## src/rtl/addsub_seq_pkg.sv

```systemverilog
// addsub_seq_pkg
//   Shared definitions for the add/sub sequencer slice: default datapath
//   width, opcode and state encodings, and the opcode legality check.
//   Optional feature macro: ADDSUB_SEQ_ABS_EN (makes opcode 2'b11 = ABS legal).
package addsub_seq_pkg;

  localparam int WIDTH_DEF = 16;

  typedef enum logic [1:0] {
    OP_ADD = 2'b00,
    OP_NEG = 2'b01,
    OP_SUB = 2'b10,
    OP_ABS = 2'b11
  } op_e;

  typedef enum logic [1:0] {
    IDLE  = 2'b00,
    PASS1 = 2'b01,
    PASS2 = 2'b10,
    DONE  = 2'b11
  } state_e;

  // ABS only exists when the optional feature is compiled in; otherwise
  // opcode 2'b11 is reported back as illegal without touching the adder.
  function automatic logic op_is_legal(input op_e op);
`ifdef ADDSUB_SEQ_ABS_EN
    return 1'b1;
`else
    return (op != OP_ABS);
`endif
  endfunction

endpackage

```

## src/rtl/addsub_sequencer_if.sv

```systemverilog
// addsub_sequencer_if
//   Bundles the three channels around the sequencer:
//     request  : req_valid, req_ready, req_op, req_a, req_b
//     response : resp_valid, resp_ready, resp_result, resp_overflow, resp_illegal
//     adder    : add_a, add_b (to the shared adder), add_sum, add_ovf (back)
//   Modports:
//     slave  - the sequencer itself
//     master - the surrounding logic (ALU front-end, consumer, shared adder)
import addsub_seq_pkg::*;

interface addsub_sequencer_if #(
  parameter int WIDTH = WIDTH_DEF
);
  logic             req_valid;
  logic             req_ready;
  logic [1:0]       req_op;
  logic [WIDTH-1:0] req_a;
  logic [WIDTH-1:0] req_b;

  logic             resp_valid;
  logic             resp_ready;
  logic [WIDTH-1:0] resp_result;
  logic             resp_overflow;
  logic             resp_illegal;

  logic [WIDTH-1:0] add_a;
  logic [WIDTH-1:0] add_b;
  logic [WIDTH-1:0] add_sum;
  logic             add_ovf;

  modport slave (
    input  req_valid, req_op, req_a, req_b, resp_ready, add_sum, add_ovf,
    output req_ready, resp_valid, resp_result, resp_overflow, resp_illegal,
           add_a, add_b
  );

  modport master (
    output req_valid, req_op, req_a, req_b, resp_ready, add_sum, add_ovf,
    input  req_ready, resp_valid, resp_result, resp_overflow, resp_illegal,
           add_a, add_b
  );

endinterface

```

## src/rtl/addsub_operand_mux.sv

```systemverilog
// addsub_operand_mux
//   Combinational selection of the shared adder operands from the sequencer
//   state and latched operands.
//   Ports:
//     state, op      - current sequencer state and latched opcode
//     a, b, tmp      - latched operands and the SUB intermediate (-B)
//     add_a, add_b   - operands presented to the shared adder
//   Optional feature macro: ADDSUB_SEQ_ABS_EN (adds the ABS drive in PASS1).
module addsub_operand_mux
  import addsub_seq_pkg::*;
#(
  parameter int WIDTH = WIDTH_DEF
) (
  input  state_e           state,
  input  op_e              op,
  input  logic [WIDTH-1:0] a,
  input  logic [WIDTH-1:0] b,
  input  logic [WIDTH-1:0] tmp,
  output logic [WIDTH-1:0] add_a,
  output logic [WIDTH-1:0] add_b
);

  localparam logic [WIDTH-1:0] ONE = {{(WIDTH-1){1'b0}}, 1'b1};

  // Negation is always built as ~x + 1 on the adder. SUB spends PASS1 on
  // negating B and PASS2 on adding A to that; the adder idles at zero in
  // IDLE and DONE so it never toggles without a reason.
  always_comb begin
    add_a = '0;
    add_b = '0;
    case (state)
      PASS1: begin
        case (op)
          OP_ADD: begin
            add_a = a;
            add_b = b;
          end
          OP_NEG: begin
            add_a = ~a;
            add_b = ONE;
          end
          OP_SUB: begin
            add_a = ~b;
            add_b = ONE;
          end
`ifdef ADDSUB_SEQ_ABS_EN
          OP_ABS: begin
            if (a[WIDTH-1]) begin
              add_a = ~a;
              add_b = ONE;
            end else begin
              add_a = a;
              add_b = '0;
            end
          end
`endif
          default: begin
            add_a = '0;
            add_b = '0;
          end
        endcase
      end
      PASS2: begin
        add_a = a;
        add_b = tmp;
      end
      default: begin
        add_a = '0;
        add_b = '0;
      end
    endcase
  end

endmodule

```

## src/rtl/addsub_sequencer.sv

```systemverilog
// addsub_sequencer
//   Multi-cycle controller that time-shares one external adder between
//   ADD (1 pass), NEG (1 pass, ~A+1), SUB (2 passes: -B then A+(-B)) and,
//   optionally, ABS. Results come back on a valid/ready response channel.
//   Ports:
//     clk  - system clock, rising edge
//     rst  - synchronous active-high reset
//     bus  - addsub_sequencer_if.slave: request, response and adder channels
//   Parameters:
//     WIDTH          - datapath width, must match the shared adder (16)
//     ILLEGAL_RESULT - result returned for an unsupported opcode
//   Optional feature macro: ADDSUB_SEQ_ABS_EN (opcode 2'b11 = ABS).
module addsub_sequencer
  import addsub_seq_pkg::*;
#(
  parameter int               WIDTH          = WIDTH_DEF,
  parameter logic [WIDTH-1:0] ILLEGAL_RESULT = '0
) (
  input logic                 clk,
  input logic                 rst,
  addsub_sequencer_if.slave   bus
);

  state_e           state_q, state_d;
  op_e              op_q, op_d;
  logic [WIDTH-1:0] a_q, a_d;
  logic [WIDTH-1:0] b_q, b_d;
  logic [WIDTH-1:0] tmp_q, tmp_d;
  logic [WIDTH-1:0] result_q, result_d;
  logic             overflow_q, overflow_d;
  logic             illegal_q, illegal_d;
  logic             valid_q, valid_d;
  logic [WIDTH-1:0] mux_add_a, mux_add_b;

  addsub_operand_mux #(.WIDTH(WIDTH)) u_operand_mux (
    .state (state_q),
    .op    (op_q),
    .a     (a_q),
    .b     (b_q),
    .tmp   (tmp_q),
    .add_a (mux_add_a),
    .add_b (mux_add_b)
  );

  // Next-state and capture logic. Every register holds unless the current
  // state says otherwise, so the response stays frozen in DONE for as long
  // as the consumer applies backpressure. SUB overflow is recomputed from
  // the original operand signs because the adder flag in PASS2 describes
  // A+(-B), which is wrong when B is the most negative value.
  always_comb begin
    state_d    = state_q;
    op_d       = op_q;
    a_d        = a_q;
    b_d        = b_q;
    tmp_d      = tmp_q;
    result_d   = result_q;
    overflow_d = overflow_q;
    illegal_d  = illegal_q;
    valid_d    = valid_q;
    case (state_q)
      IDLE: begin
        if (bus.req_valid) begin
          a_d  = bus.req_a;
          b_d  = bus.req_b;
          op_d = op_e'(bus.req_op);
          if (op_is_legal(op_e'(bus.req_op))) begin
            illegal_d = 1'b0;
            state_d   = PASS1;
          end else begin
            result_d   = ILLEGAL_RESULT;
            overflow_d = 1'b0;
            illegal_d  = 1'b1;
            valid_d    = 1'b1;
            state_d    = DONE;
          end
        end
      end
      PASS1: begin
        if (op_q == OP_SUB) begin
          tmp_d   = bus.add_sum;
          state_d = PASS2;
        end else begin
          result_d   = bus.add_sum;
          overflow_d = bus.add_ovf;
          valid_d    = 1'b1;
          state_d    = DONE;
        end
      end
      PASS2: begin
        result_d   = bus.add_sum;
        overflow_d = (a_q[WIDTH-1] != b_q[WIDTH-1]) &&
                     (bus.add_sum[WIDTH-1] != a_q[WIDTH-1]);
        valid_d    = 1'b1;
        state_d    = DONE;
      end
      DONE: begin
        if (bus.resp_ready) begin
          valid_d = 1'b0;
          state_d = IDLE;
        end
      end
      default: state_d = IDLE;
    endcase
  end

  // State and output registers. Reset abandons any operation in flight
  // without producing a response.
  always_ff @(posedge clk) begin
    if (rst) begin
      state_q    <= IDLE;
      op_q       <= OP_ADD;
      a_q        <= '0;
      b_q        <= '0;
      tmp_q      <= '0;
      result_q   <= '0;
      overflow_q <= 1'b0;
      illegal_q  <= 1'b0;
      valid_q    <= 1'b0;
    end else begin
      state_q    <= state_d;
      op_q       <= op_d;
      a_q        <= a_d;
      b_q        <= b_d;
      tmp_q      <= tmp_d;
      result_q   <= result_d;
      overflow_q <= overflow_d;
      illegal_q  <= illegal_d;
      valid_q    <= valid_d;
    end
  end

  assign bus.req_ready     = (state_q == IDLE);
  assign bus.resp_valid    = valid_q;
  assign bus.resp_result   = result_q;
  assign bus.resp_overflow = overflow_q;
  assign bus.resp_illegal  = illegal_q;
  assign bus.add_a         = mux_add_a;
  assign bus.add_b         = mux_add_b;

endmodule

```

## src/flat_wrapper.sv

```systemverilog
// flat-port wrapper written by rule: the top's interface ports become plain ports
module addsub_sequencer_flat import addsub_seq_pkg::*;
#(
  parameter int               WIDTH          = WIDTH_DEF,
  parameter logic [WIDTH-1:0] ILLEGAL_RESULT = '0
)
  (clk, rst, bus_req_valid, bus_req_op, bus_req_a, bus_req_b, bus_resp_ready, bus_add_sum, bus_add_ovf, bus_req_ready, bus_resp_valid, bus_resp_result, bus_resp_overflow, bus_resp_illegal, bus_add_a, bus_add_b);
  addsub_sequencer_if #(.WIDTH(WIDTH)) bus_i ();
  input logic clk;
  input logic rst;
  input wire logic [$bits(bus_i.req_valid)-1:0] bus_req_valid;
  input wire logic [$bits(bus_i.req_op)-1:0] bus_req_op;
  input wire logic [$bits(bus_i.req_a)-1:0] bus_req_a;
  input wire logic [$bits(bus_i.req_b)-1:0] bus_req_b;
  input wire logic [$bits(bus_i.resp_ready)-1:0] bus_resp_ready;
  input wire logic [$bits(bus_i.add_sum)-1:0] bus_add_sum;
  input wire logic [$bits(bus_i.add_ovf)-1:0] bus_add_ovf;
  output wire logic [$bits(bus_i.req_ready)-1:0] bus_req_ready;
  output wire logic [$bits(bus_i.resp_valid)-1:0] bus_resp_valid;
  output wire logic [$bits(bus_i.resp_result)-1:0] bus_resp_result;
  output wire logic [$bits(bus_i.resp_overflow)-1:0] bus_resp_overflow;
  output wire logic [$bits(bus_i.resp_illegal)-1:0] bus_resp_illegal;
  output wire logic [$bits(bus_i.add_a)-1:0] bus_add_a;
  output wire logic [$bits(bus_i.add_b)-1:0] bus_add_b;
  assign bus_i.req_valid = bus_req_valid;
  assign bus_i.req_op = bus_req_op;
  assign bus_i.req_a = bus_req_a;
  assign bus_i.req_b = bus_req_b;
  assign bus_i.resp_ready = bus_resp_ready;
  assign bus_i.add_sum = bus_add_sum;
  assign bus_i.add_ovf = bus_add_ovf;
  assign bus_req_ready = bus_i.req_ready;
  assign bus_resp_valid = bus_i.resp_valid;
  assign bus_resp_result = bus_i.resp_result;
  assign bus_resp_overflow = bus_i.resp_overflow;
  assign bus_resp_illegal = bus_i.resp_illegal;
  assign bus_add_a = bus_i.add_a;
  assign bus_add_b = bus_i.add_b;
  addsub_sequencer #(.WIDTH(WIDTH), .ILLEGAL_RESULT(ILLEGAL_RESULT)) u_core (.clk(clk), .rst(rst), .bus(bus_i));
endmodule
```

## config.mk

```make
export PLATFORM = sky130hd
export DESIGN_NAME = addsub_sequencer_flat
export DESIGN_NICKNAME = d
export VERILOG_FILES = /design/src/rtl/addsub_seq_pkg.sv /design/src/rtl/addsub_sequencer_if.sv /design/src/rtl/addsub_operand_mux.sv /design/src/rtl/addsub_sequencer.sv /design/src/flat_wrapper.sv
export SDC_FILE = /design/constraint.sdc
export NUM_CORES = 1
export LEC_CHECK = 0
export CAP_MARGIN = 10
export CORE_AREA = 10 10 108 110
export CTS_CLUSTER_DIAMETER = 80
export DETAILED_ROUTE_END_ITERATION = 8
export DIE_AREA = 0 0 118 120
export PLACE_DENSITY = 0.68
export SLEW_MARGIN = 30
export SYNTH_ARGS = -nofsm -noshare
export SYNTH_HDL_FRONTEND = slang
export SYNTH_HIERARCHICAL = 1
export SYNTH_SLANG_ARGS = --single-unit
```

## constraint.sdc

```tcl
create_clock -name clk -period 2.3 [get_ports clk]
set_input_delay 0.46 -clock clk [delete_from_list [all_inputs] [get_ports clk]]
set_output_delay 0.46 -clock clk [all_outputs]
set_load 0.02 [all_outputs]
```

==> Word-level counts from Yosys, hierarchy flattened <==
Index checks and enable logic that the tools add are counted.
{ "totals": {"ff_bits": 71, "output_inout_bits": 52, "elab_cells": 56} }
{ "classes": {"eq_ne": 12, "mux": 23, "bitwise_logic": 2, "n_reduce_logical": 10} }
{ "ops": {"columns": ["operator", "n"], "rows": [
  ["16-bit one-hot mux with 2 select lines", 3],
  ["16-bit one-hot mux with 3 select lines", 2],
  ["16-bit 2-to-1 mux", 3],
  ["16-bit NOT", 2],
  ["2-bit != test (second input constant)", 5],
  ["1-bit 2-to-1 mux", 9],
  ["2-bit one-hot mux with 4 select lines", 1],
  ["4-bit AND reduction", 2],
  ["2-bit equality test (second input constant)", 3],
  ["2-bit 2-to-1 mux", 3],
  ["2-bit AND reduction", 3],
  ["2-bit by 1-bit equality test with 1-bit output (second input constant)", 2],
  ["2-bit logical NOT", 2],
  ["1-bit one-hot mux with 4 select lines", 1],
  ["1-bit one-hot mux with 3 select lines", 1],
  ["3-bit nonzero test", 1],
  ["1-bit != test", 2],
  ["2-bit OR reduction", 1],
  ["1-bit logical AND", 1]
]} }

==> Depth between registers and ports, before layout <==
Gate-level depths: netlist of the first run.
{ "logic_depth": {"word_depth": 4, "depth_mapped": 7, "depth_no_buf": 5} }

==> Modules after synthesis <==
The synthesis of the first run kept the hierarchy.
{ "by_module_without_submodules": {"columns": ["mod", "instances", "cells_each", "area_per_inst_um2"], "rows": [
  ["addsub_sequencer", 1, 333, 2841.5],
  ["addsub_operand_mux", 1, 138, 892.1]
]} }

==> Least setup slack after synthesis of the first run <==
No wires, ideal clock.
{ "synth_timing": {"path_type": "reg-to-reg", "startpoint": "register u_core.state_q[0]", "endpoint": "register u_core.result_q[10] (netlist: u_core/bus.resp_result[10])", "t_arrival_ps": 1920, "required_time_ps": 2228, "path_slack_ps": 309, "path_stages_with_launch": 7, "n_path_buf": 1, "path_cell_list": "dfxtp_1 inv_1 ha_1 a21boi_1 nor4_4 buf_6 mux2i_1"} }
{ "synth_between": {"elab_chain_len": 3, "elab_cells_between_ends": 9} }
{ "synth_lines": {"columns": ["item", "line_no", "text"], "rows": [
  ["from (decl)", "addsub_sequencer.sv:24", "state_e state_q, state_d;"],
  ["from (signal assigned)", "addsub_sequencer.sv:120", "state_q <= state_d;"],
  ["2-bit logical NOT *", null, null],
  ["net bus_req_ready", "flat_wrapper.sv:18", "output wire logic [$bits(bus_i.req_ready)-1:0] bus_req_ready;"],
  ["2-bit != test (no line) / 3-bit nonzero test (equally long branches)", null, null],
  ["4-bit AND reduction (no line)", null, null],
  ["to (signal assigned)", "addsub_sequencer.sv:125", "result_q <= result_d;"],
  ["to (decl)", "addsub_sequencer.sv:29", "logic [WIDTH-1:0] result_q, result_d;"]
]} }
Mark *: on every way through the listed nets, which the timed path passes. The rest lies on a longest branch.
A chain may end at the register's enable or synchronous reset.

==> Worst setup path in the final report of the first run <==
{ "layout_timing": {"startpoint": "register u_core.op_q[0]", "endpoint": "output port bus_add_a[0]"} }
{ "layout_between": {"elab_chain_len": 3, "elab_cells_between_ends": 5} }
{ "layout_lines": {"columns": ["item", "line_no", "text"], "rows": [
  ["from (decl)", "addsub_sequencer.sv:25", "op_e op_q, op_d;"],
  ["from (signal assigned)", "addsub_sequencer.sv:121", "op_q <= op_d;"],
  ["2-bit equality test, or another cell as far along", "addsub_operand_mux.sv:33", "case (op)"],
  ["16-bit one-hot mux with 3 select lines *", "addsub_operand_mux.sv:33", null],
  ["16-bit one-hot mux with 2 select lines *", "addsub_operand_mux.sv:31", "case (state)"],
  ["to (decl)", "flat_wrapper.sv:23", "output wire logic [$bits(bus_i.add_a)-1:0] bus_add_a;"]
]} }
Mark *: on every way between the ends. The rest lies on a longest branch, timed or not.

==> out/results.txt, run 1 <==
initial antenna violation count: 0
CTS Root Cell: clkbuf_8
Core Rows: 36
vias in the first global route: 3683
worst min-delay path category: primary input to flop
synthesized net count: 538
main combinational cell family by area after synthesis: simple AND/OR/NAND/NOR gates
Lkg Pwr: 0.00190 uW
post-synthesis compound-gate area fraction: 20.6%
Comb power frac: 51.9%
worst vdd ir: 0.000983 V
share of post-route cells with drive strength above 1: 18.3%
Post-Route Setup TNS: 0 ns
largest net degree at the start of global routing: 88
final hold violation count: 0
Die Y: 120 um
reg-to-reg endpoint: u_core/bus.resp_overflow$_SDFFE_PP0P_
DP HPWL: 8590 um
Post-DP Area: 5010 um2
proportion of synthesized area in mux cells: 4.29%
layout filler cell count: 924
nets: 643
Synth Instances: 471
Worst Skew: 0.00877 ns
clk slew on worst S/H paths: 0.07 ns
critical path's largest stage delay: 0.34 ns
switching share of power: 41.7%
via/cell ratio: 5.17
crit-path max FO: 13
Worst setup SP type: flop
Synth Area in Adders: 4.02%
sequential area share after synthesis: 38.1%
clk buf depth: 2
Worst EP required: 1.84 ns
initial core utilization: 39.1%
total power: 5470 uW
Ant. Diodes: 0
residual DRC count: 0
Die ar.: 14200 um2
Clock Latency Late Sink: 0.35 ns
Die X-Extent: 118 um
Hold Crit Depth: 3
minimum clock period: 2.21 ns
layer with the highest usage: met2
GPL Wtd Cong: 0.857
worst path cell trace: inv_1, ha_2, and3b_2, buf_12, o21ai_2, a21oi_2, buf_2
number of synthesized register bits: 71
met1 global-route usage: 20.8%
Worst Hold Launch: rst
area delta synth->final: 36.6%
Worst-Margin Slew: 0.789 ns
Port Buffers: 106
RSZ-0062 raised after global routing: true
WS Path Type: flop to output pin
Int Pwr: 3190 uW
Routed WL: 11600 um
Max-Cap Viols: 0
Simple-Gate Fraction of Synth Area: 27.9%
Netlist Area Pre-Place: 3730 um2
first-pass GRT wire length: 18900 um
initial DRC count: 299
Rel. slew slack: 47.4%
worst setup path start: u_core/op_q[0]$_SDFFE_PP0P_
final setup fails: 0
clock share of power: 17.8%
CTS tree: yes
M3 GR Usage: 3.42%
CTS sink cnt: 71
Slew Viols, Final: 0
Yosys cell types: 37
gr usage total: 16.2%
CTS Buf Count: 9
power density over cell area: 1070 nW/um2
Syn. warnings: 6
M2 GR Usage: 26.6%
Hold EP: u_core/bus.resp_overflow$_SDFFE_PP0P_
fmax: 452 MHz
Finished Cell Area: 5100 um2
XOR/XNOR Fraction of Synth Area: 0%
wire length per cell: 16.3 um
CP Capture Type: output pin
final worst-path cycle share: 96.3%
status: complete, no violations
total number of vias: 3680
Ports: 107
flop2flop setup slack: 0.31 ns
1st-pass router iterations: 4
total grt overflow: 0
CORE AREA: 9550 um2
Worst Path Arrival: 1.75 ns
Worst Reg-to-Reg Cells: 6
Flop pwr share: 30.3%
cts-stage hold buffer count: 0
Post-DRT Antenna Nets: 0
Reg2Reg Launch Point: u_core/state_q[0]$_SDFFE_PP0P_
Sw Pwr: 2280 uW
CTS H-tree lvls: 3
mean post-synth cell area: 7.93 um2
Critical Path Slowest Stage Cell: dfxtp_2
kinds of logic (layout without fill, tap and decap cells):
family,after synthesis,in the layout
compound gates,126,126
fa+ha+maj,12,12
flops,71,71
buf+inv,41,148
simple gates,205,206
mux,16,16
worst max path at each step:
stage | to | slack, ns | cells past startpoint
CTS | bus_add_b[4] | 0.0002 | 7
detailed placement | bus_add_a[0] | -0.06 | 5
global placement | bus_add_a[13] | -0.02 | 7
finish | bus_add_a[0] | 0.09 | 7
floorplan | u_core/bus.resp_result[10]$_SDFFE_PP0P_ | 0.31 | 6
global route | bus_add_a[10] | -0.003 | 7
power by group through the flow:
stage | Sequential, uW | Clock, uW | Combinational [uW]
global placement | 1670 | 0 | 2770
CTS | 1650 | 993 | 2810
detailed placement | 1680 | 0 | 2820
floorplan | 1750 | 0 | 1660
finish | 1660 | 972 | 2840
global route | 1690 | 1060 | 3100
cell usage after synthesis:
master | n | area share, %
and4b_1 | 1 | 0.27
buf_1 | 2 | 0.20
o41ai_1 | 2 | 0.47
a22oi_1 | 15 | 3.0
buf_8 | 1 | 0.40
nor4_4 | 1 | 0.57
o31ai_1 | 1 | 0.20
nand2b_1 | 19 | 3.2
and2_1 | 2 | 0.34
a21boi_1 | 1 | 0.20
and3b_2 | 1 | 0.27
and2b_2 | 1 | 0.23
nand3b_1 | 17 | 3.4
nand3_1 | 2 | 0.27
ha_1 | 12 | 4.0
nor2_1 | 18 | 1.8
o21ai_1 | 7 | 0.94
a222oi_1 | 1 | 0.27
a311oi_1 | 2 | 0.47
nor4bb_1 | 1 | 0.27
and3b_4 | 1 | 0.34
or4b_2 | 1 | 0.27
clkbuf_1 | 21 | 2.1
o21ai_0 | 16 | 2.1
or4_1 | 1 | 0.20
dfxtp_1 | 71 | 38
a211oi_1 | 1 | 0.20
buf_2 | 8 | 1.1
nand2_1 | 102 | 10
inv_1 | 7 | 0.70
mux2i_1 | 16 | 4.3
nor2b_1 | 36 | 6.0
o21ai_2 | 10 | 2.3
a21oi_2 | 10 | 2.3
or2_2 | 1 | 0.17
buf_6 | 2 | 0.60
a21oi_1 | 60 | 8.0
timing repair:
item                                   in CTS  in global routing
buffers inserted                            1                  1
pin swaps                                   0                  1
setup endpoints to repair                  33                 27
endpoints found under the hold margin       0                  0
gates cloned                                0                  1
resized for setup                         112                 34
per-layer routing:
| layer | routed length [um] | part of all wire [%] |
|---|---|---|
| met1 | 5370 | 46 |
| met2 | 5570 | 48 |
| met3 | 563 | 4.8 |
| met4 | 123 | 1.1 |
| met5 | 0 | 0 |
registers in the layout, indices dropped and copies added (netlist names):
register / count
u_core/bus.resp_illegal: 1
u_core/op_q: 2
u_core/bus.resp_valid: 1
u_core/bus.resp_overflow: 1
u_core/state_q: 2
u_core/tmp_q: 16
u_core/bus.resp_result: 16
u_core/b_q: 16
u_core/a_q: 16
layout make-up:
type                    count  area, um2  share of cell area, %
inverters                   7       26.3                  0.515
well taps                 133        166                   3.26
flip-flops and latches     71       1430                   27.9
clock buffers              10        138                   2.70
clock inverters             4       47.5                  0.932
repair buffers            127       1130                   22.2
multi-input cells         360       2160                   42.4
through the flow:
| step | hold WS, ns | setup slack, ns | instances | utilization (%) |
|---|---|---|---|---|
| after detailed placement | 0.452 | -0.0576 | 695 | 52.5 |
| final | 0.423 | 0.0857 | 712 | 53.4 |
| after global placement | 0.447 | -0.0225 | 695 | 52.5 |
| after global routing | 0.420 | -0.00276 | 712 | 53.4 |
| after floorplan | 0.436 | 0.309 | 471 | - |
| after CTS | 0.407 | 0.000237 | 710 | 53.9 |
worst max-delay path, delay by kind of cell (launching register included):
family | cells | cell delay, ns
AOI/OAI and AO/OA | 2 | 0.21
adders and majority gates | 1 | 0.18
buffers and inverters | 3 | 0.43
DFF | 1 | 0.34
and+or+nand+nor | 1 | 0.25
cells in the final DEF (no fill, tap or decap), types with 10 or more instances in the layout:
master,n
nor2_1,18
o21ai_1,17
a21oi_2,10
nand2b_1,19
nand3b_1,17
clkbuf_8,10
o21ai_2,10
a21oi_1,60
buf_2,20
dfxtp_1,68
clkdlybuf4s50_1,72
mux2i_1,16
nand2_1,102
a22oi_1,15
buf_4,18
clkbuf_2,10
nor2b_1,32
Power figures use the tool's default switching activity.
==> inputs of run 2 (changes only) <==
--- a/config.mk
+++ b/config.mk
@@ -6,11 +6,11 @@
 export NUM_CORES = 1
 export LEC_CHECK = 0
 export CAP_MARGIN = 10
-export CORE_AREA = 10 10 108 110
-export CTS_CLUSTER_DIAMETER = 80
+export CORE_AREA = 10 10 85 141
+export CTS_CLUSTER_DIAMETER = 150
 export DETAILED_ROUTE_END_ITERATION = 8
-export DIE_AREA = 0 0 118 120
-export PLACE_DENSITY = 0.68
+export DIE_AREA = 0 0 95 151
+export PLACE_DENSITY = 0.67
 export SLEW_MARGIN = 30
 export SYNTH_ARGS = -nofsm -noshare
 export SYNTH_HDL_FRONTEND = slang
==> run 2 against run 1 <==
  * Via count down 2.6%
  * Cell area up 3.8%
  * Register-to-register slack better by 0.03 ns
  * Fmax down 3.4%
  * Clock-buffer cell count unchanged
  * Setup slack worse by 0.079 ns
  * Global-route usage up 0.68 points
  * First-iteration DRC count down 44%
  * Largest power group unchanged
  * Highest routed layer unchanged
==> out/results.txt, run 2 (synthesis gave the netlist of run 1 again) <==
worst path cell trace: ha_1, and3b_2, buf_12, o21ai_2, a21oi_2, clkdlybuf4s15_2 (was inv_1, ha_2, and3b_2, buf_12, o21ai_2, a21oi_2, buf_2)
post-CTS setup repair buffer count: 0 (was 1)
status: complete, no violations (unchanged)
Ant. Diodes: 0 (unchanged)
CP Capture Type: output pin (unchanged)
Post-DRT Antenna Nets: 0 (unchanged)
Die Y: 151 um (was 120 um)
most common cell after layout, fill and taps aside: nand2_1 (unchanged)
initial core utilization: 39.2% (was 39.1%)
Core Rows: 47 (was 36)
fmax: 436 MHz (was 452 MHz)
Worst EP required: 1.84 ns (about the same)
Hold Crit Depth: 2 (was 3)
Clock Latency Late Sink: 0.34 ns (was 0.35 ns)
CTS Root Cell: clkbuf_16 (was clkbuf_8)
M2 GR Usage: 31.4% (was 26.6%)
flop2flop setup slack: 0.34 ns (was 0.31 ns)
minimum clock period: 2.29 ns (was 2.21 ns)
power density over cell area: 1150 nW/um2 (was 1070 nW/um2)
Post-DP Area: 5020 um2 (was 5010 um2)
total number of vias: 3585 (was 3680)
M3 GR Usage: 3.91% (was 3.42%)
switching share of power: 39.5% (was 41.7%)
final hold violation count: 0 (unchanged)
Reg2Reg Launch Point: u_core/state_q[0]$_SDFFE_PP0P_ (unchanged)
Worst-Margin Slew: 0.595 ns (was 0.789 ns)
Max-Cap Viols: 0 (unchanged)
clk slew on worst S/H paths: 0.06 ns (was 0.07 ns)
CORE AREA: 9530 um2 (was 9550 um2)
Worst Skew: 0.00696 ns (was 0.00877 ns)
layout filler cell count: 920 (was 924)
met1 global-route usage: 16.9% (was 20.8%)
via/cell ratio: 5.09 (was 5.17)
WS Path Type: flop to output pin (unchanged)
Worst Reg-to-Reg Cells: 6 (unchanged)
worst vdd ir: 0.000786 V (was 0.000983 V)
highest-count cells in the layout ignoring fill and taps: nand2_1, clkdlybuf4s50_1, dfxtp_1 (unchanged)
RSZ-0062 raised after global routing: true (unchanged)
Flop pwr share: 27.5% (was 30.3%)
total grt overflow: 0 (unchanged)
Die ar.: 14300 um2 (was 14200 um2)
largest net degree at the start of global routing: 41 (was 88)
layer with the highest usage: met2 (unchanged)
nets: 644 (was 643)
Rel. slew slack: 60.2% (was 47.4%)
gr usage total: 16.8% (was 16.2%)
Die X-Extent: 95 um (was 118 um)
CTS sink cnt: 71 (unchanged)
Final Non-Filler Cells: 704 (was 712)
reg-to-reg endpoint: u_core/bus.resp_overflow$_SDFFE_PP0P_ (unchanged)
DP HPWL: 9210 um (was 8590 um)
CTS tree: yes (unchanged)
Comb power frac: 47.3% (was 51.9%)
final setup fails: 0 (unchanged)
Finished Cell Area: 5300 um2 (was 5100 um2)
final worst-path cycle share: 99.7% (was 96.3%)
vias in the first global route: 3652 (was 3683)
Worst setup SP type: flop (unchanged)
Sw Pwr: 2400 uW (was 2280 uW)
Int Pwr: 3670 uW (was 3190 uW)
worst setup path start: u_core/op_q[0]$_SDFFE_PP0P_ (unchanged)
total power: 6070 uW (was 5470 uW)
CTS H-tree lvls: 3 (unchanged)
Port Buffers: 106 (unchanged)
critical path's largest stage delay: 0.33 ns (was 0.34 ns)
crit-path max FO: 16 (was 13)
Slew Viols, Final: 0 (unchanged)
Placed Cells: 687 (was 695)
GPL Wtd Cong: 0.821 (was 0.857)
Lkg Pwr: 0.00196 uW (was 0.00190 uW)
worst min-delay path category: flop to flop (was primary input to flop)
Ports: 107 (unchanged)
initial DRC count: 167 (was 299)
Hold EP: u_core/tmp_q[2]$_SDFFE_PP0P_ (was u_core/bus.resp_overflow$_SDFFE_PP0P_)
cts-stage hold buffer count: 0 (unchanged)
hold_ws: 0.458 ns (was 0.423 ns)
initial antenna violation count: 0 (unchanged)
Critical Path Slowest Stage Cell: dfxtp_2 (unchanged)
residual DRC count: 0 (unchanged)
CTS Buf Count: 9 (unchanged)
Routed WL: 12300 um (was 11600 um)
share of post-route cells with drive strength above 1: 17.9% (was 18.3%)
first-pass GRT wire length: 18900 um (about the same)
wire length per cell: 17.4 um (was 16.3 um)
Worst Hold Launch: u_core/tmp_q[2]$_SDFFE_PP0P_ (was rst)
area delta synth->final: 41.8% (was 36.6%)
Worst Path Arrival: 1.83 ns (was 1.75 ns)
clk buf depth: 2 (unchanged)
1st-pass router iterations: 4 (unchanged)
clock share of power: 25.1% (was 17.8%)
## run 2: cell types whose count changed in the layout (fill, tap and decap cells not counted), sizes merged
cell,before,now
clkdlybuf4s15,0,11
clkinv,2,3
bufinv,1,2
clkbuf,20,11
buf,44,43
## run 2: worst max-delay path by stage
stage,endpoint,cells after the start,slack [ns]
4_1_cts,bus_add_a[10],6,0.001
5_1_grt,bus_add_a[15],7,-0.05
3_5_place_dp,bus_add_a[13],5,-0.05
2_1_floorplan,u_core/bus.resp_result[10]$_SDFFE_PP0P_,6,0.31
6_report,bus_add_a[15],6,0.007
3_3_place_gp,bus_add_a[5],5,0.02
## run 2: power groups by stage
| stage | clock network [uW] | registers, uW | logic [uW] |
|---|---|---|---|
| 4_1_cts | 1560 | 1660 | 2850 |
| 5_1_grt | 1600 | 1700 | 3090 |
| 2_1_floorplan | 0 | 1750 | 1660 |
| 3_5_place_dp | 0 | 1690 | 2860 |
| 3_3_place_gp | 0 | 1680 | 2830 |
| 6_report | 1520 | 1670 | 2870 |
## run 2: layout make-up
| cell class | count | area, um2 | share of cell area, % |
|---|---|---|---|
| clock buffer | 10 | 239 | 4.51 |
| multi-input combinational | 360 | 2150 | 40.6 |
| timing repair buffer | 128 | 1210 | 22.8 |
| tap | 122 | 153 | 2.88 |
| sequential | 71 | 1430 | 26.9 |
| clock inverter | 6 | 93.8 | 1.77 |
| inverter | 7 | 26.3 | 0.496 |
## run 2: timing repair
item                                    in CTS  in global routing
pin swaps                                    0                  2
endpoints found under the setup margin      33                 32
gates resized for setup                    109                 30
gates cloned                                 0                  1
## run 2: stage by stage
stage | util [%] | TNS, ns | setup WS, ns
2_1_floorplan | - | 0 | 0.309
3_3_place_gp | 52.7 | 0 | 0.0181
3_5_place_dp | 52.7 | -0.309 | -0.0540
4_1_cts | 56.3 | 0 | 0.00108
5_1_grt | 55.6 | -0.0474 | -0.0474
6_report | 55.6 | 0 | 0.00670
## run 2: worst max-delay path: cells and delay by family (launching register included)
family | cells | cell delay (ns)
buffers and inverters | 2 | 0.45
DFF | 1 | 0.33
and+or+nand+nor | 1 | 0.27
adders and majority gates | 1 | 0.24
AOI/OAI and AO/OA | 2 | 0.20
## run 2: per-layer routing
metal / vias up / routed length (um)
met4: 0 / 350
met5: - / 0
met1: 1676 / 4590
li1: 1804 / -
met2: 88 / 6720
met3: 17 / 615
==> inputs of run 3 (changes only) <==
--- a/config.mk
+++ b/config.mk
@@ -8,9 +8,10 @@
 export CAP_MARGIN = 10
 export CORE_AREA = 10 10 85 141
 export CTS_CLUSTER_DIAMETER = 150
+export CTS_CLUSTER_SIZE = 25
 export DETAILED_ROUTE_END_ITERATION = 8
 export DIE_AREA = 0 0 95 151
-export PLACE_DENSITY = 0.67
+export PLACE_DENSITY = 0.7
 export SLEW_MARGIN = 30
 export SYNTH_ARGS = -nofsm -noshare
 export SYNTH_HDL_FRONTEND = slang
==> constraint.sdc (replaced) <==
create_clock -name clk -period 1.85 [get_ports clk]
set_input_delay 0.37 -clock clk [delete_from_list [all_inputs] [get_ports clk]]
set_output_delay 0.37 -clock clk [all_outputs]
set_load 0.02 [all_outputs]
==> run 3 against run 2 <==
  * The flow now finishes with violations (negative setup slack)
  * First-iteration DRC count grew 21%
  * Non-clock buffer count grew 16
  * Clock-buffer cell count is the same
  * Utilization grew 6.0 points
  * Largest cell class unchanged
  * Clock power grew 15%
==> out/results.txt, run 3 (synthesis gave the netlist of run 1 again) <==
status: finished, violations left (was complete, no violations)
failing checks: negative setup slack
final worst-path cycle share: 116%
final hold violation count: 0 (unchanged)
vias in the first global route: 3789 (was 3652)
DP HPWL: 9100 um (was 9210 um)
M3 GR Usage: 4.06% (was 3.91%)
worst min-delay path category: primary input to flop (was flop to flop)
layout filler cell count: 840 (was 920)
Post-Place Setup Slack: -0.439 ns (was -0.0540 ns)
largest net degree at the start of global routing: 88 (was 41)
CTS tree: yes (unchanged)
layer with the highest usage: met2 (unchanged)
hold_ws: 0.388 ns (was 0.458 ns)
Die Y: 151 um (unchanged)
Placed Cells: 692 (was 687)
final setup fails: 41 (was 0)
Post-DRT Antenna Nets: 0 (unchanged)
met1 global-route usage: 18.6% (was 16.9%)
Port Buffers: 106 (unchanged)
minimum clock period: 2.15 ns
CORE AREA: 9530 um2 (unchanged)
Lkg Pwr: 0.00211 uW (was 0.00196 uW)
total grt overflow: 0 (unchanged)
CTS Buf Count: 9 (unchanged)
Routed WL: 12900 um (was 12300 um)
share of post-route cells with drive strength above 1: 29.4% (was 17.9%)
worst vdd ir: 0.000779 V (was 0.000786 V)
CTS H-tree lvls: 3 (unchanged)
Ant. Diodes: 0 (unchanged)
Worst Path Arrival: 1.78 ns (was 1.83 ns)
initial DRC count: 202 (was 167)
power density over cell area: 1420 nW/um2 (was 1150 nW/um2)
Clock Latency Late Sink: 0.34 ns (about the same)
most common cell after layout, fill and taps aside: nand2_1 (unchanged)
area delta synth->final: 57.1% (was 41.8%)
Finished Cell Area: 5870 um2 (was 5300 um2)
wire length per cell: 17.9 um (was 17.4 um)
Die ar.: 14300 um2 (unchanged)
CTS sink cnt: 71 (unchanged)
clk buf depth: 2 (unchanged)
cts-stage hold buffer count: 0 (unchanged)
Ports: 107 (unchanged)
total number of vias: 3768 (was 3585)
Worst-Margin Slew: 0.444 ns (was 0.595 ns)
Worst Skew: 0.00934 ns (was 0.00696 ns)
GPL Wtd Cong: 0.869 (was 0.821)
initial antenna violation count: 0 (unchanged)
Worst setup SP type: flop (unchanged)
CTS Root Cell: clkbuf_16 (unchanged)
Final Non-Filler Cells: 720 (was 704)
Post-Route Setup TNS: -4.99 ns (was 0 ns)
RSZ-0062 raised after global routing: true (unchanged)
clk slew on worst S/H paths: 0.06 ns (about the same)
Worst EP required: 1.48 ns (was 1.84 ns)
CP Capture Type: output pin (unchanged)
Core Rows: 47 (unchanged)
crit-path max FO: 4 (was 16)
Die X-Extent: 95 um (unchanged)
M2 GR Usage: 30.9% (was 31.4%)
first-pass GRT wire length: 19900 um (was 18900 um)
via/cell ratio: 5.23 (was 5.09)
1st-pass router iterations: 4 (unchanged)
initial core utilization: 39.2% (unchanged)
Slew Viols, Final: 0 (unchanged)
Max-Cap Viols: 0 (unchanged)
Rel. slew slack: 70.4% (was 60.2%)
Post-DP Area: 5080 um2 (was 5020 um2)
nets: 660 (was 644)
residual DRC count: 0 (unchanged)
highest-count cells in the layout ignoring fill and taps: nand2_1, clkdlybuf4s50_1, dfxtp_1 (unchanged)
final worst setup slack: -0.295 ns (was 0.00670 ns)
gr usage total: 17.7% (was 16.8%)
fmax: 466 MHz
WS Path Type: flop to output pin (unchanged)
[run 3: metal layers]
| metal | vias to the layer above | part of all wire [%] |
|---|---|---|
| li1 | 1850 | - |
| met1 | 1779 | 37 |
| met2 | 109 | 53 |
| met3 | 30 | 5.0 |
| met4 | 0 | 4.1 |
| met5 | - | 0 |
[run 3: path summary, 6_finish.rpt]
kind | from | endpoint | slack, ns | cells after the start
min | rst | u_core/bus.resp_overflow$_SDFFE_PP0P_ | 0.39 | 3
max | u_core/state_q[1]$_SDFFE_PP0P_ | bus_add_b[0] | -0.30 | 6
max reg2reg | u_core/state_q[1]$_SDFFE_PP0P_ | u_core/bus.resp_result[0]$_SDFFE_PP0P_ | -0.03 | 9
min reg2reg | u_core/bus.resp_result[2]$_SDFFE_PP0P_ | u_core/bus.resp_result[2]$_SDFFE_PP0P_ | 0.47 | 2
[run 3: power breakdown]
part	internal, uW	total (uW)	switching (uW)
combinational	2060	4480	2420
clock	1050	1750	697
sequential	1840	2130	285
[run 3: timing repair]
| action | in CTS | in global routing |
|---|---|---|
| cloned | 3 | 1 |
| endpoints found under the setup margin | 33 | 49 |
| setup buffers | 2 | 8 |
| pin swaps | 35 | 23 |
| resized for setup | 251 | 48 |
[run 3: final cells by class]
| type | count | area [um2] | area share, % |
|---|---|---|---|
| Multi-Input combinational cell | 360 | 2470 | 42.2 |
| Timing Repair Buffer | 144 | 1470 | 25.0 |
| Sequential cell | 71 | 1440 | 24.5 |
| Clock buffer | 10 | 229 | 3.90 |
| Tap cell | 122 | 153 | 2.60 |
| Clock inverter | 6 | 70.1 | 1.19 |
| Inverter | 7 | 36.3 | 0.618 |
[run 3: critical path: stages, from the launching register on]
cell	delay, ns
dfxtp_4	0.35
inv_2	0.04
ha_4	0.17
and2_4	0.18
a222oi_1	0.41
nor2_1	0.10
buf_2	0.18
[run 3: through the flow]
stage,util (%),power (uW)
2_1_floorplan,-,4270
3_3_place_gp,53.4,5660
3_5_place_dp,53.4,5730
4_1_cts,59.0,7900
5_1_grt,61.6,8770
6_report,61.6,8350
